==> src/rtl/pipeline_flush_ctrl.sv <==
// Pipeline controller: merges stall requests into a per-stage stall vector, turns exceptions/ERET
// into a one-cycle flush with redirect PC, defers exceptions behind an uncancellable bus access.
`timescale 1ns/1ps
module pipeline_flush_ctrl #(
    parameter int                       N_STAGES     = 6,
    parameter int                       N_STALL_SRC  = 3,
    parameter logic [4*N_STALL_SRC-1:0] STALL_DEPTHS = {4'd3, 4'd2, 4'd1},
    parameter int                       PC_W         = 32,
    parameter logic [PC_W-1:0]          RESET_ADDR   = 32'hBFC00000,
    parameter logic [PC_W-1:0]          EXCP_VECTOR  = 32'hBFC00380,
    parameter int                       TIMEOUT_CYC  = 1024,
    parameter int                       CNT_W        = 32
) (
    input  logic                   clk,
    input  logic                   rst,
    input  logic [N_STALL_SRC-1:0] stallreq_i,
    input  logic                   bus_busy_i,
    input  logic                   excp_valid_i,
    input  logic [4:0]             excp_code_i,
    input  logic [PC_W-1:0]        cp0_epc_i,
    output logic [N_STAGES-1:0]    stall_o,
    output logic                   flush_o,
    output logic [PC_W-1:0]        new_pc_o,
    output logic                   excp_pending_o,
    output logic                   stall_timeout_o,
    output logic [CNT_W-1:0]       stall_cycles_o,
    output logic [CNT_W-1:0]       flush_count_o
);

    localparam logic [4:0]       CODE_ERET = 5'd31;
    localparam int               WD_W      = $clog2(TIMEOUT_CYC + 1);
    localparam logic [WD_W-1:0]  WD_MAX    = WD_W'(TIMEOUT_CYC);

    typedef enum logic [0:0] {
        ST_RUN  = 1'b0,
        ST_PEND = 1'b1
    } state_e;

    state_e                state_q, state_d;
    logic [4:0]            code_q, code_d;
    logic [PC_W-1:0]       epc_q, epc_d;
    logic [WD_W-1:0]       wd_cnt_q, wd_cnt_d;
    logic                  stall_timeout_q, stall_timeout_d;
    logic [CNT_W-1:0]      stall_cycles_q, stall_cycles_d;
    logic [CNT_W-1:0]      flush_count_q, flush_count_d;

    logic [N_STAGES-1:0]   req_mask_s;
    logic [N_STAGES-1:0]   stall_s;
    logic                  flush_s;
    logic [PC_W-1:0]       new_pc_s;

    // Depths at or beyond the last stage naturally yield an all-ones mask.
    function automatic logic [N_STAGES-1:0] depth_mask(input logic [3:0] depth);
        logic [N_STAGES-1:0] m;
        m = '0;
        for (int j = 0; j < N_STAGES; j++) begin
            m[j] = (j <= int'(depth));
        end
        return m;
    endfunction

    function automatic logic [PC_W-1:0] redirect_target(input logic [4:0]      code,
                                                        input logic [PC_W-1:0] epc);
        if (code == CODE_ERET) begin
            return epc;
        end else begin
            return EXCP_VECTOR;
        end
    endfunction

    // OR of per-source stage masks for the stall-request path.
    always_comb begin
        req_mask_s = '0;
        for (int i = 0; i < N_STALL_SRC; i++) begin
            req_mask_s = req_mask_s |
                         (stallreq_i[i] ? depth_mask(STALL_DEPTHS[4*i +: 4]) : {N_STAGES{1'b0}});
        end
    end

    // FSM state register plus the exception latch and counters.
    always_ff @(posedge clk) begin
        if (rst) begin
            state_q         <= ST_RUN;
            code_q          <= 5'd0;
            epc_q           <= '0;
            wd_cnt_q        <= '0;
            stall_timeout_q <= 1'b0;
            stall_cycles_q  <= '0;
            flush_count_q   <= '0;
        end else begin
            state_q         <= state_d;
            code_q          <= code_d;
            epc_q           <= epc_d;
            wd_cnt_q        <= wd_cnt_d;
            stall_timeout_q <= stall_timeout_d;
            stall_cycles_q  <= stall_cycles_d;
            flush_count_q   <= flush_count_d;
        end
    end

    // Next-state logic; the exception is captured only when it must wait for the bus.
    always_comb begin
        state_d = state_q;
        code_d  = code_q;
        epc_d   = epc_q;
        case (state_q)
            ST_RUN: begin
                if (excp_valid_i && bus_busy_i) begin
                    state_d = ST_PEND;
                    code_d  = excp_code_i;
                    epc_d   = cp0_epc_i;
                end else begin
                    state_d = ST_RUN;
                end
            end
            ST_PEND: begin
                if (bus_busy_i) begin
                    state_d = ST_PEND;
                end else begin
                    state_d = ST_RUN;
                end
            end
            default: begin
                state_d = ST_RUN;
            end
        endcase
    end

    // Stall/flush/redirect outputs; reset forces the idle values in the same cycle.
    always_comb begin
        stall_s  = '0;
        flush_s  = 1'b0;
        new_pc_s = RESET_ADDR;
        if (rst) begin
            stall_s  = '0;
            flush_s  = 1'b0;
            new_pc_s = RESET_ADDR;
        end else begin
            case (state_q)
                ST_RUN: begin
                    if (excp_valid_i) begin
                        if (bus_busy_i) begin
                            stall_s = '1;
                        end else begin
                            flush_s  = 1'b1;
                            new_pc_s = redirect_target(excp_code_i, cp0_epc_i);
                        end
                    end else begin
                        stall_s = req_mask_s;
                    end
                end
                ST_PEND: begin
                    if (bus_busy_i) begin
                        stall_s = '1;
                    end else begin
                        flush_s  = 1'b1;
                        new_pc_s = redirect_target(code_q, epc_q);
                    end
                end
                default: begin
                    stall_s = '0;
                end
            endcase
        end
    end

    // Watchdog and saturating perf counters.
    always_comb begin
        if ((stall_s != '0) && !flush_s) begin
            wd_cnt_d = (wd_cnt_q == WD_MAX) ? wd_cnt_q : wd_cnt_q + WD_W'(1);
        end else begin
            wd_cnt_d = '0;
        end
        stall_timeout_d = (wd_cnt_d >= WD_MAX);
        if ((stall_s != '0) && (stall_cycles_q != {CNT_W{1'b1}})) begin
            stall_cycles_d = stall_cycles_q + CNT_W'(1);
        end else begin
            stall_cycles_d = stall_cycles_q;
        end
        if (flush_s && (flush_count_q != {CNT_W{1'b1}})) begin
            flush_count_d = flush_count_q + CNT_W'(1);
        end else begin
            flush_count_d = flush_count_q;
        end
    end

    assign stall_o         = stall_s;
    assign flush_o         = flush_s;
    assign new_pc_o        = new_pc_s;
    assign excp_pending_o  = (state_q == ST_PEND);
    assign stall_timeout_o = stall_timeout_q;
    assign stall_cycles_o  = stall_cycles_q;
    assign flush_count_o   = flush_count_q;

endmodule

==> config.mk <==
export PLATFORM = sky130hd
export DESIGN_NAME = pipeline_flush_ctrl
export DESIGN_NICKNAME = d
export VERILOG_FILES = /design/src/rtl/pipeline_flush_ctrl.sv
export SDC_FILE = /design/constraint.sdc
export NUM_CORES = 1
export LEC_CHECK = 0
export BUFFER_PORTS_ARGS = -buffer_cell sky130_fd_sc_hd__buf_2
export CAP_MARGIN = 30
export CORE_AREA = 8 8 112 114
export CTS_CLUSTER_SIZE = 25
export DETAILED_ROUTE_END_ITERATION = 7
export DIE_AREA = 0 0 120 122
export PLACE_DENSITY = 0.79
export SLEW_MARGIN = 20
export SYNTH_ARGS = -nofsm -noshare
export SYNTH_HDL_FRONTEND = slang
export SYNTH_SLANG_ARGS = --single-unit
export TNS_END_PERCENT = 1
==> constraint.sdc <==
create_clock -name clk -period 2.2 [get_ports clk]
set_input_delay 0.11 -clock clk [delete_from_list [all_inputs] [get_ports clk]]
set_output_delay 0.11 -clock clk [all_outputs]
set_load 0.01 [all_outputs]
==> results.txt <==
----------------------------------------------------
[Clocking]
  Clock input transition at the sequential cells of the worst setup and hold paths ... 0.06 ns
  Worst-Skew Late Latency ... 0.52 ns
  Clock tree from TritonCTS ... built
  CTS Buffer Depth ... 2
  Cts bufs inserted ... 17
  Deepest level of the CTS H-tree ... 4
  Library cell used as clock root buffer ... clkbuf_8
  Sink count of the clock tree ... 113

[Synthesis]
  Synth Cell Area ... 5610 um^2
  Mean instance size in the synthesized netlist ... 7.92 um^2
  Most used standard cell by instance count after synthesis ... nand2_1
  Top cells by count, synth ... nand2_1 (119), dfxtp_1 (113), a21oi_1 (78)
  Library cells used by synthesis ... 61
  Asr flop ratio synth ... 0%
  Sequential-to-total area share from yosys stat ... 40.3%
  Largest area contributor in the synthesized netlist ... dfxtp_1
  Post-Synthesis Net Count ... 757
  Post-synthesis cell count ... 709
  Top cells by area, synth ... dfxtp_1 (40%), nand2_1 (8.0%), a21oi_1 (7.0%), nor2_1 (4.4%), a22oi_1 (2.7%)
  Count of yosys warnings during synthesis ... 0
  Top cell type's share of synthesized area ... 40.3%
  Synth Register Bits ... 113
  Primary flip-flop cell chosen by synthesis mapping ... dfxtp_1
  Post-synth EDFFs ... 0

[Timing]
  Worst-Margin Slew ... 0.740 ns
  Unrepaired setup endpoints after global routing ... yes
  Final Setup Violations ... 13
  Final slew viol count ... 0
  Portion of the clock cycle consumed by the worst path in the final layout ... 105%
  Final setup skew ... 0.0116 ns
  Worst hold slack ... 0.256 ns
  Final hold vios ... 0
  FMAX ... 433 MHz
  Minimum clock period after layout ... 2.31 ns
  Worst rel slew slack ... 50.7%
  Setup slack of the critical path after layout ... -0.109 ns

[Drt]
  Number of DRC markers after the initial detailed-route iteration ... 723
  Routed length per placed instance ... 18.0 um
  Drt pass-1 iters ... 6
  Total Wirelength ... 19,600 um
  Via density ... 6.06
  Count of vias placed by the detailed router ... 6,575
  Post-route antenna net violation count ... 0
  Remaining design rule violation count ... 0

[Place]
  Inst Count DP ... 999
  Count of buffers from port buffering ... 148
  Final HPWL from detailed placement ... 12,100 um
  Worst slack at placement ... 0.0478 ns
  Weighted congestion reported at the end of routability-driven placement ... 0.921

[Global routing]
  Total global routing overflow ... 0
  All-Layer GR Usage ... 24.2%
  First-pass GRT wire length ... 29,500 um
  Vias in the first global route ... 6,142
  Initial antenna violation count ... 0
  Largest net degree at the start of global routing ... 73

[Floorplan]
  Number of top-level pins ... 149
  DIE AREA ... 14,600 um^2
  Horizontal die dimension ... 120 um
  Die H ... 122 um
  Number of placement rows ... 38
  Core box area ... 10,700 um^2
  Initial core utilization ... 52.5%

[Final layout]
  Layout overhead on the synthesized area ... 44.4%
  Layout cells sized above 1 ... 31.0%
  Net count reported at finish ... 980
  Count of antenna diodes in the layout ... 0
  Post-Layout Cell Count ... 1,085

[Setup path]
  Family of cells with the greatest summed delay on the critical path ... simple AND/OR/NAND/NOR gates
  Crit start category ... flip-flop
  Critical Path RT ... 2.09 ns
  CP Max Fanout ... 5
  Worst path cell trace ... buf_6 > and4b_1 > nand3_4 > nor2_4 > buf_6 > buf_4 > a22oi_1 > nor2_1 > buf_2
  Most used cell, CP ... buf_6
  Worst path bufs/invs ... 4
  Largest incremental delay on the critical path ... 0.36 ns
  Arr. time, crit path ... 2.20 ns
  Crit. End Element ... output pin
  Slowest cell on crit path ... dfxtp_4
  Critical Setup Path Class ... flip-flop to output pin

[Worst hold path]
  Min-delay worst type ... input pin to flip-flop

[Status]
  Violated checks ... negative setup slack
  Outcome ... finished, violations left

[Flow run]
  Maximum capacitance violations ... 0

[Power]
  Power density of the placed cells ... 680 nW/um^2
  Worst IR Drop VDD ... 468 uV
  Total leakage power ... 3.20 nW

----------------------------------------------------
## final cells by class
cell class | instances | area (um^2)
multi-input combinational | 537 | 3290
fill | 705 | 2590
sequential | 113 | 2270
timing repair buffer | 248 | 1690
clock buffer | 21 | 439
clock inverter | 11 | 185
tap | 140 | 175
inverter | 15 | 58.8
## metal layers
metal | vias to the layer above | track usage, % | wire [um] | part of all wire, %
li1 | 3039 | - | - | -
met2 | 373 | 42.2 | 9840 | 50
met1 | 3082 | 27.1 | 7420 | 38
met3 | 81 | 6.39 | 1560 | 8.0
met4 | 0 | 11.7 | 751 | 3.8
met5 | - | 0 | 0 | 0
## flip-flops by register name (all words and copies together) (netlist names)
signal	cells
wd_cnt_q	11
code_q	5
epc_q	32
stall_cycles_o	32
excp_pending_o	1
flush_count_o	32
## where the power goes
part	switching, mW	total [mW]	internal [mW]	leakage, nW
registers	0.0348	2.13	2.09	0.917
clock network	0.961	2.94	1.97	0.302
logic	0.246	0.451	0.205	1.98
total	1.24	5.51	4.27	3.20
## layout by cell type, fill, tap and decap left out, types with 13 or more instances in the layout
master         netlist  layout
clkbuf_16            0      17
nand2_1            119     119
nor2_1              66      61
dfxtp_1            113     110
inv_1               14      13
dlygate4sd3_1        0      39
a22oi_1             20      14
or3_1               22      21
nand4_1             19      19
nand3_1             26      24
buf_2                8     145
buf_4                3      51
or4_1               18      17
a21oi_1             78      78
o21ai_0             17      17
o31ai_1             19      19
## logic make-up (layout without fill, tap and decap cells)
family                     after synthesis  count (layout)  share of synthesized area (%)
AOI/OAI and AO/OA                      186             186                           21.3
buffers and inverters                   61             295                           4.59
adders and majority gates                4               4                          0.891
xor gates and xnor gates                16              16                           2.50
and+or+nand+nor                        320             322                           28.6
DFF                                    113             113                           40.3
muxes                                    9               9                           1.78
## final timing paths
check	slack, ns	endpoint	depth (start not counted)	start
hold reg to reg	0.47	epc_q[1]$_SDFFE_PP0P_	2	epc_q[1]$_SDFFE_PP0P_
hold / removal	0.26	epc_q[17]$_SDFFE_PP0P_	6	excp_valid_i
setup / recovery	-0.11	new_pc_o[18]	9	excp_pending_o$_SDFF_PP0_
setup reg to reg	0	stall_cycles_o[20]$_SDFFE_PP0P_	6	stall_cycles_o[0]$_SDFFE_PP0P_
## what timing repair did
item / 4_1_cts / 5_1_grt
endpoints found under the hold margin: 38 / 0
cloned: 4 / 3
setup endpoints to repair: 31 / 52
hold buffers: 39 / 0
buffers inserted: 1 / 8
pin swaps: 4 / 15
gates resized for setup: 19 / 37
## through the flow
stage / utilization, % / area [um^2] / total power [mW] / TNS [ns]
after global routing: 75.8 / 8110 / 5.67 / -1.44
after floorplan: - / 5610 / 2.34 / 0
final: 75.8 / 8110 / 5.51 / -0.667
after detailed placement: 62.7 / 6710 / 2.48 / 0
after CTS: 73.4 / 7850 / 5.45 / -0.00614
after global placement: 62.7 / 6710 / 2.47 / 0
## worst register-to-register path, cell delays in order (launching register included)
cell	delay [ns]
dfxtp_1	0.34
ha_1	0.18
nand4_1	0.16
or4_4	0.49
o21bai_4	0.27
or4_1	0.53
a21oi_1	0.15
No activity file was read; power rests on OpenSTA's default activity.
